**config.mk**
```make
export PLATFORM = sky130hd
export DESIGN_NAME = dense_l2_wload
export DESIGN_NICKNAME = d
export VERILOG_FILES = /design/src/rtl/dense_mem_pkg.sv /design/src/rtl/dense_l2_wload.sv
export SDC_FILE = /design/constraint.sdc
export NUM_CORES = 1
export LEC_CHECK = 0
export CAP_MARGIN = 10
export CORE_ASPECT_RATIO = 1.75
export CORE_MARGIN = 1
export CORE_UTILIZATION = 48
export DETAILED_ROUTE_END_ITERATION = 16
export PLACE_DENSITY_LB_ADDON = 0.25
export SKIP_LAST_GASP = 1
export SLEW_MARGIN = 20
export SYNTH_ARGS = -nofsm -noshare
export SYNTH_HDL_FRONTEND = slang
export SYNTH_SLANG_ARGS = --single-unit
export TNS_END_PERCENT = 30
```
**constraint.sdc**
```tcl
create_clock -name clk -period 3.36 [get_ports clk]
set_input_delay 0.84 -clock clk [delete_from_list [all_inputs] [get_ports clk]]
set_output_delay 0.84 -clock clk [all_outputs]
set_load 0.02 [all_outputs]
```
**src/rtl/dense_mem_pkg.sv**
```systemverilog
// Shared defaults and FSM state type for the dense-layer-2 weight memory.
package dense_mem_pkg;

    localparam int unsigned NUM_BANKS_DEF = 16;
    localparam int unsigned ADDR_W_DEF    = 8;
    localparam int unsigned DATA_W_DEF    = 32;

    typedef enum logic [1:0] {
        IDLE,
        LOAD,
        DONE
    } state_t;

endpackage

```
**src/rtl/dense_l2_wload.sv**
```systemverilog
// Streams N_WORDS weight words into NUM_BANKS interleaved banks:
// word n lands in bank n mod NUM_BANKS at address n / NUM_BANKS.
module dense_l2_wload
    import dense_mem_pkg::*;
#(
    parameter int unsigned NUM_BANKS = NUM_BANKS_DEF,
    parameter int unsigned ADDR_W    = ADDR_W_DEF,
    parameter int unsigned DATA_W    = DATA_W_DEF,
    parameter int unsigned N_WORDS   = 4096
) (
    input  logic                 clk,
    input  logic                 rst,
    input  logic                 start,
    input  logic [DATA_W-1:0]    s_data,
    input  logic                 s_valid,
    input  logic                 s_last,
    output logic                 s_ready,
    output logic [NUM_BANKS-1:0] wr_en,
    output logic [ADDR_W-1:0]    wr_addr,
    output logic [DATA_W-1:0]    wr_data,
    output logic                 busy,
    output logic                 done,
    output logic                 err
);

    localparam int unsigned BANK_W = $clog2(NUM_BANKS);
    localparam int unsigned CNT_W  = $clog2(N_WORDS + 1);
    localparam int unsigned IDX_W  = BANK_W + ADDR_W;
    localparam logic [CNT_W-1:0] LAST_CNT = CNT_W'(N_WORDS - 1);

    state_t           state;
    logic [CNT_W-1:0] cnt;
    logic [IDX_W-1:0] idx;
    logic             accept;
    logic             final_word;

    // Counter low bits pick the bank, upper bits the address.
    assign idx        = IDX_W'(cnt);
    assign accept     = s_valid & s_ready;
    assign final_word = (cnt == LAST_CNT);

    always_ff @(posedge clk) begin
        if (rst) begin
            state   <= IDLE;
            cnt     <= '0;
            s_ready <= 1'b0;
            wr_en   <= '0;
            wr_addr <= '0;
            wr_data <= '0;
            busy    <= 1'b0;
            done    <= 1'b0;
            err     <= 1'b0;
        end else begin
            wr_en <= '0;
            case (state)
                IDLE: begin
                    if (start) begin
                        state   <= LOAD;
                        cnt     <= '0;
                        err     <= 1'b0;
                        s_ready <= 1'b1;
                        busy    <= 1'b1;
                    end
                end
                LOAD: begin
                    if (accept) begin
                        wr_en   <= NUM_BANKS'(1) << idx[BANK_W-1:0];
                        wr_addr <= idx[IDX_W-1:BANK_W];
                        wr_data <= s_data;
                        cnt     <= cnt + 1'b1;
                        // Early s_last or a missing s_last on the final word is a framing error.
                        if (final_word || s_last) begin
                            state   <= DONE;
                            s_ready <= 1'b0;
                            done    <= 1'b1;
                            err     <= ~(final_word & s_last);
                        end
                    end
                end
                DONE: begin
                    state <= IDLE;
                    done  <= 1'b0;
                    busy  <= 1'b0;
                end
                default: state <= IDLE;
            endcase
        end
    end

endmodule
```
# After elaboration in Yosys (flattened, before gate mapping)
# Index checks and enable logic that the tools add are counted.
[classes]
eq_ne = 6
reduce_logical = 12
shift = 1
add_sub_neg = 1
n_bitwise = 5
mux = 19
[op_table]
columns = ["operator", "count"]
rows = [
  ["13-bit two-way mux", 2],
  ["13-bit case mux with 2 select lines", 1],
  ["1-bit by 4-bit << shifter with 16-bit output, first input constant", 1],
  ["13-bit by 1-bit adder with 13-bit output, second input constant", 1],
  ["13-bit by 12-bit == test with 1-bit output, second input constant", 1],
  ["3-bit AND reduction", 3],
  ["1-bit two-way mux", 8],
  ["1-bit case mux with 2 select lines", 4],
  ["2-bit two-way mux", 3],
  ["2-bit != test, second input constant", 3],
  ["2-bit nonzero test", 3],
  ["2-bit case mux with 2 select lines", 1],
  ["2-bit AND reduction", 2],
  ["4-bit AND reduction", 1],
  ["1-bit NOT", 3],
  ["3-bit OR reduction", 1],
  ["1-bit bitwise AND", 2],
  ["2-bit by 1-bit == test with 1-bit output, second input constant", 1],
  ["2-bit == test, second input constant", 1],
  ["2-bit logical NOT", 1],
  ["1-bit logical OR", 1],
]
[totals]
inputBits = 37
reg_bits = 75

# Depth between registers and ports, before layout
# Gate-level depths: netlist of the first run.
[depth]
ltp_word = 6
depth_mapped = 6
depth_no_buf = 5

# Least setup slack after synthesis of the first run
# Ideal clock, no wire load.
[synth_path]
path_type = "input -> register"
from = "in start"
to = "reg cnt[7]"
slack_ns = 1.519
t_arrival_ns = 1.782
path_stages = 4
setup_time_ns = 0.059
t_required_ns = 3.301
n_path_buf = 0
cell_sequence = "nor3b_2 -> o21ai_1 -> or4_1 -> nand2_1"
[synth_via]
elab_chain_cells = 2
[synth_rtl]
columns = ["element", "line", "text"]
rows = [
  ["start: declaration", "dense_l2_wload.sv:13", "input logic start,"],
  ["2-bit != test (no line)", "--", ""],
  ["3-bit AND reduction (no line)", "--", ""],
  ["end signal: assignment", "dense_l2_wload.sv:70", "cnt <= cnt + 1'b1;"],
  ["end: declaration", "dense_l2_wload.sv:32", "logic [CNT_W-1:0] cnt;"],
]
# No other way between the ends.
# A chain may end at the register's enable or synchronous reset.

# Worst setup path after layout of the first run
[layout_path]
from = "in s_valid"
to = "reg cnt[11]"
[layout_via]
elab_chain_cells = 3
[layout_rtl]
columns = ["element", "line", "text"]
rows = [
  ["start: declaration", "dense_l2_wload.sv:15", "input logic s_valid,"],
  ["1-bit bitwise AND", "dense_l2_wload.sv:39", "assign accept = s_valid & s_ready;"],
  ["2-bit != test (no line)", "--", ""],
  ["3-bit AND reduction (no line)", "--", ""],
]
# No other way between the ends.

==> out/metrics.yaml, run 1 <==
synth.avg_cell_area_um2: 8.504
path_clk_slew_ns: 0.07
min_path_type: "flop to flop"
fmax_mhz: 446.8
ys_ff_latch: 75
core_um2: 5540
yosysSeqAreaShare_pct: 54.32
num-nets-final: 461
grt_remaining_overflow: 0
utilization_pct: 72.90
synth-async-reset-ratio_pct: 0
worstPathRequired_ns: 3.64
stdcell_count: 499
pre_cts_slack_ns: 0.7560
cts_resized: 0
chipHeight_um: 102.4
firstDrtPassIters: 4
finalPower_mw: 1.898
drive_gt1_share_pct: 6.147
peakVddDrop_uv: 446.0
placed_area_um2: 3779
drc: 0
p_per_area_nw_per_um2: 469.9
design.die.area_um2: 6077
syn2layout_area_growth_pct: 46.13
syn-num-nets: 368
slew_headroom_pct: 62.40
grt_pass1_wl_um: 10510
io_buffers: 96
grtUsageTotal_pct: 23.16
placedCellCount: 483
grt_max_degree: 32
synth_edf_count: 0
h-tree-depth: 3
mostFrequentLayoutCells: "clkdlybuf4s50_1, nand2_1, dfxtp_1"
tns_ns: 0
synth_area_leaders: "dfxtp_1, nand2_1, a21oi_1"
clk_path_buf_depth: 2
synth.top_cell.area_share_pct: 54.32
cts.sinks: 75
fill_cells: 464
insertion_delay_ns: 0.35
worst_pin_slew_ns: 0.5619
skew_ns: 0.004347
postCtsHoldBufs: 0
num_rows: 36
cts_buffers: 9
die_w_um: 59.36
root_buffer: "clkbuf_8"
hold_ws_ns: 0.4521
io_pins: 97
post-route-min-period_ns: 2.238
num_vias: 2542
worstReg2RegStart: "cnt[0]"
crit_path_start: "s_valid"
cts_setup_buffers: 0
hp-start: "wr_addr[2]"
highest-signal-layer: "met4"
route.met3.wl_um: 403
wl_met1_um: 2485
layout_setup_ws_ns: 1.122
final_common_cell: "clkdlybuf4s50_1"
yosys_warnings: 0
power.leakage_nw: 1.422
wire_per_inst_um: 13.13
worstPathArrival_ns: 2.51
design_area_um2: 4039
ant_nets: 0
start_util_pct: 49.89
path_max_fanout: 21
maxCapViolCount: 0
cts_tree: "done"
synth_ff_type: "dfxtp_1"
detailed_place_hpwl_um: 4598
status: "finished, final reports clean"
period_share_pct: 66.61
globalplace.congestion: 0.7773
met2WireLength_um: 3536
cp-start-kind: "input pin"
grt_setup_unrepaired: "false"
criticalPathCategory: "input pin to flop"
grt_pass1_vias: 2434
yosysTopAreaCell: "dfxtp_1"
finalSetupViolCount: 0
worstSetupEndpointType: "flop"
antenna_found_initial: 0
vias_per_cell: 5.094
drt_wl_total_um: 6554
hold_viol: 0
synth_area_um2: 2764
drv_slew: 0
yosysUniqueCellTypes: 43
drt-initial-drc-count: 89
syn_inst: 325
antennaDiodeCount: 0
==> worst max-delay path, stage by stage <==
cell	delay, ns
clkdlybuf4s50_1	0.51
and4b_2	0.51
o21ai_1	0.17
or3_1	0.34
a21oi_1	0.14
==> worst paths after layout <==
check / endpoint / cells past startpoint / slack (ns)
worst max-delay path: cnt[11] / 5 / 1.12
worst max register to register: err / 5 / 1.53
worst min-delay path: wr_addr[2] / 2 / 0.45
worst min register to register: wr_addr[2] / 2 / 0.45
==> cells by family after synthesis <==
| logic type | count (synthesis) | synth area share, % |
|---|---|---|
| fa+ha+maj | 6 | 2.716 |
| compound gates | 63 | 12.99 |
| buf+inv | 25 | 3.531 |
| mux | 1 | 0.3622 |
| simple gates | 149 | 24.17 |
| xor+xnor | 6 | 1.902 |
| flops | 75 | 54.32 |
==> area by class of cell <==
class                           count  area, um2  area share [%]
Clock inverter                      4      95.09           2.354
Sequential cell                    75       1501           37.17
Clock buffer                       12      165.2           4.089
Tap cell                           76      95.09           2.354
Timing Repair Buffer              101      993.5           24.60
Multi-Input combinational cell    225       1166           28.87
Inverter                            6      22.52          0.5576
==> Yosys cell counts (3+ instances only) <==
library cell / count
a211oi_1: 3
a21oi_1: 46
and3_1: 3
buf_1: 4
buf_2: 3
clkbuf_1: 12
dfxtp_1: 75
ha_1: 6
inv_1: 6
nand2_1: 91
nand3_1: 4
nor2_1: 26
nor3_1: 3
or3_1: 4
xnor2_1: 3
xor2_1: 3
==> layer usage <==
layer / up-vias / track usage (%)
li1: 1272 / -
met1: 1168 / 23.92
met2: 88 / 41.40
met3: 14 / 6.835
met4: 0 / 11.17
met5: - / 0
==> sequential cells by signal, indices dropped and copies added (netlist names) <==
| register | count |
|---|---|
| done | 1 |
| wr_data | 32 |
| wr_addr | 8 |
| s_ready | 1 |
| wr_en | 16 |
| err | 1 |
| cnt | 13 |
| state | 2 |
| busy | 1 |
==> power breakdown <==
group | switching [mW] | internal (mW) | total (mW) | leakage [nW]
logic | 0.0592 | 0.0662 | 0.125 | 0.684
registers | 0.00781 | 0.899 | 0.907 | 0.606
clock network | 0.312 | 0.553 | 0.865 | 0.133
total | 0.379 | 1.52 | 1.90 | 1.42
Note: power is estimated with default switching activity, not from simulation.
==> run 2, diff against run 1 <==
--- a/config.mk
+++ b/config.mk
@@ -8,7 +8,7 @@
 export CAP_MARGIN = 10
 export CORE_ASPECT_RATIO = 1.75
 export CORE_MARGIN = 1
-export CORE_UTILIZATION = 48
+export CORE_UTILIZATION = 44
 export DETAILED_ROUTE_END_ITERATION = 16
 export PLACE_DENSITY_LB_ADDON = 0.25
 export SKIP_LAST_GASP = 1
==> constraint.sdc (replaced) <==
create_clock -name clk -period 2.2 [get_ports clk]
set_input_delay 0.55 -clock clk [delete_from_list [all_inputs] [get_ports clk]]
set_output_delay 0.55 -clock clk [all_outputs]
set_load 0.02 [all_outputs]
==> run 2 against run 1 <==
Compared with the run above: routed wire length is 2.4% lower; hold slack better by 0.0021 ns; register-to-register slack worse by 1.1 ns; critical path depth is 4 lower; cell count is 1.4% higher; worst setup slack worse by 0.83 ns; clock power is 12% higher; first-iteration DRC count is 1.1% lower; critical endpoint is now s_ready; clock skew hardly changed; utilization is 5.9 points lower; combinational power is 58% higher; via count is 1.1% lower.
==> out/metrics.yaml, run 2 (synthesis results as in run 1) <==
postCtsHoldBufs: 0  # unchanged
grt_pass1_wl_um: 9949  # -5.3%
maxCapViolCount: 0  # unchanged
path_clk_slew_ns: 0.07  # about the same
utilization_pct: 67.00  # -5.9 points
intPower_mw: 1.995  # +31%
post-route-min-period_ns: 1.911
path_max_fanout: 5  # -76%
grt_max_degree: 30  # -6.3%
criticalPathCategory: "flop to primary output"
status: "finished, final reports clean"
multiInputGateArea_um2: 1166  # unchanged
grt_pass1_vias: 2368  # -2.7%
grt_setup_unrepaired: "false"
period_share_pct: 86.87
num-nets-final: 467  # +1.3%
wire_per_inst_um: 12.64  # -3.8%
p_sw_mw: 0.5576  # +47%
insertion_delay_ns: 0.34  # about the same
final_common_cell: "clkdlybuf4s50_1"
cp_top_family: "buffers and inverters"
worstPathArrival_ns: 1.36  # -1.15 ns
cts_setup_buffers: 0  # unchanged
die_w_um: 61.91  # +4.3%
cts_tree: "done"
chipHeight_um: 106.8  # +4.4%
cp_slowest_cell: "clkdlybuf4s50_1"
vias_per_cell: 4.966  # -2.5%
path_buf_inv: 1  # unchanged
grtUsageTotal_pct: 20.46  # -2.7 points
cts_resized: 0  # unchanged
syn2layout_area_growth_pct: 44.77
seqCellArea_um2: 1501  # unchanged
drc: 0  # unchanged
cts_buffers: 9  # unchanged
top_register: "wr_data"
hold_viol: 0  # unchanged
drv_slew: 0  # unchanged
path_depth: 1  # -4
firstDrtPassIters: 4  # unchanged
largest_register_ffs: 32  # unchanged
cts.sinks: 75  # unchanged
comb_power_share_pct: 7.7  # +1.1 points
ant_nets: 0  # unchanged
h-tree-depth: 3  # unchanged
finalPower_mw: 2.553  # +35%
fmax_mhz: 523.3
largestRegisters: "wr_data x32, wr_en x16, cnt x13"
drive_gt1_share_pct: 6.542  # +0.40 points
slew_headroom_pct: 66.33  # +3.9 points
fill_cells: 508  # +9.5%
skew_ns: 0.004829  # +0.0004817 ns
peakVddDrop_uv: 529.3  # +19%
antennaDiodeCount: 0  # unchanged
grt_remaining_overflow: 0  # unchanged
detailed_place_hpwl_um: 4586  # -0.26%
seqPwrFrac_pct: 54.3  # +6.5 points
clk_path_buf_depth: 2  # unchanged
antenna_found_initial: 0  # unchanged
mostFrequentLayoutCells: "clkdlybuf4s50_1, nand2_1, dfxtp_1"
worstSetupEndpointType: "primary output"
cp-start-kind: "flop"
design.die.area_um2: 6615  # +8.8%
drt_wl_total_um: 6394  # -2.4%
power.leakage_nw: 1.411  # -0.80%
worst_pin_slew_ns: 0.5032  # -0.05876 ns
core_um2: 5972  # +7.8%
io_pins: 97  # unchanged
start_util_pct: 46.28  # -3.6 points
worstPathRequired_ns: 1.65  # -1.99 ns
globalplace.congestion: 0.8315  # +7.0%
tns_ns: 0  # unchanged
drt-initial-drc-count: 88  # -1.1%
crit_chain: "clkdlybuf4s50_1"
num_vias: 2513  # -1.1%
root_buffer: "clkbuf_8"
reg2regPathDepth: 5  # unchanged
min_path_type: "flop to flop"
num_rows: 37  # +2.8%
max_stage_delay_ns: 0.63  # +0.12 ns
p_clk_share_pct: 38.0  # -7.6 points
finalSetupViolCount: 0  # unchanged
io_buffers: 96  # unchanged
whs_path_depth: 2  # unchanged
switching_share_pct: 21.84  # +1.8 points
p_per_area_nw_per_um2: 638.0  # +36%
run 2: cell count changes in the layout (fill, tap and decap cells not counted):
cell       previous run  this run
buf_4                 5        11
bufinv_16             3         1
clkbuf_1              0         3
clkbuf_8             12         9
clkinv_2              1         2
run 2: metrics by stage:
| step | instance area [um2] | cells | worst slack (ns) | hold WS (ns) |
|---|---|---|---|---|
| 6_report | 4001 | 506 | 0.2890 | 0.4542 |
| 5_1_grt | 4001 | 506 | 0.2338 | 0.4704 |
| 4_1_cts | 4001 | 506 | 0.2651 | 0.4573 |
| 3_5_place_dp | 3826 | 491 | 0.04766 | 0.4471 |
| 3_3_place_gp | 3826 | 491 | 0.1135 | 0.4416 |
| 2_1_floorplan | 2764 | 325 | 0.5906 | 0.4504 |
run 2: metal layers:
layer | part of all wire (%) | vias to the layer above | routed length, um | GRT usage (%)
met4 | 1.4 | 0 | 89 | 10.16
met3 | 5.2 | 7 | 330 | 5.790
li1 | - | 1287 | - | -
met2 | 53 | 75 | 3379 | 36.71
met1 | 41 | 1144 | 2595 | 20.17
met5 | 0 | - | 0 | 0
run 2: power by group through the flow:
stage	sequential [mW]	combinational, mW	clock, mW
after detailed placement	1.42	0.198	0
after floorplan	1.43	0.0646	0
final	1.39	0.198	0.970
after global placement	1.42	0.197	0
after CTS	1.38	0.199	1.00
after global routing	1.39	0.215	1.06
run 2: area by class of cell:
class | instances | area share (%)
clock buffer | 12 | 3.377
clock inverter | 3 | 1.001
inverter | 6 | 0.5629
multi-input combinational | 225 | 29.14
sequential | 75 | 37.52
tap | 78 | 2.439
timing repair buffer | 107 | 25.95
run 2: final timing paths:
check | startpoint | to | slack [ns]
min | wr_data[17] | wr_data[17] | 0.45
max reg2reg | cnt[1] | cnt[12] | 0.42
max | s_ready | s_ready | 0.29
min reg2reg | wr_data[17] | wr_data[17] | 0.45
run 2: tightest hold or removal path, stage by stage (launching register included):
cell     delay (ns)
dfxtp_1        0.31
nand2_1        0.05
a21oi_1        0.05
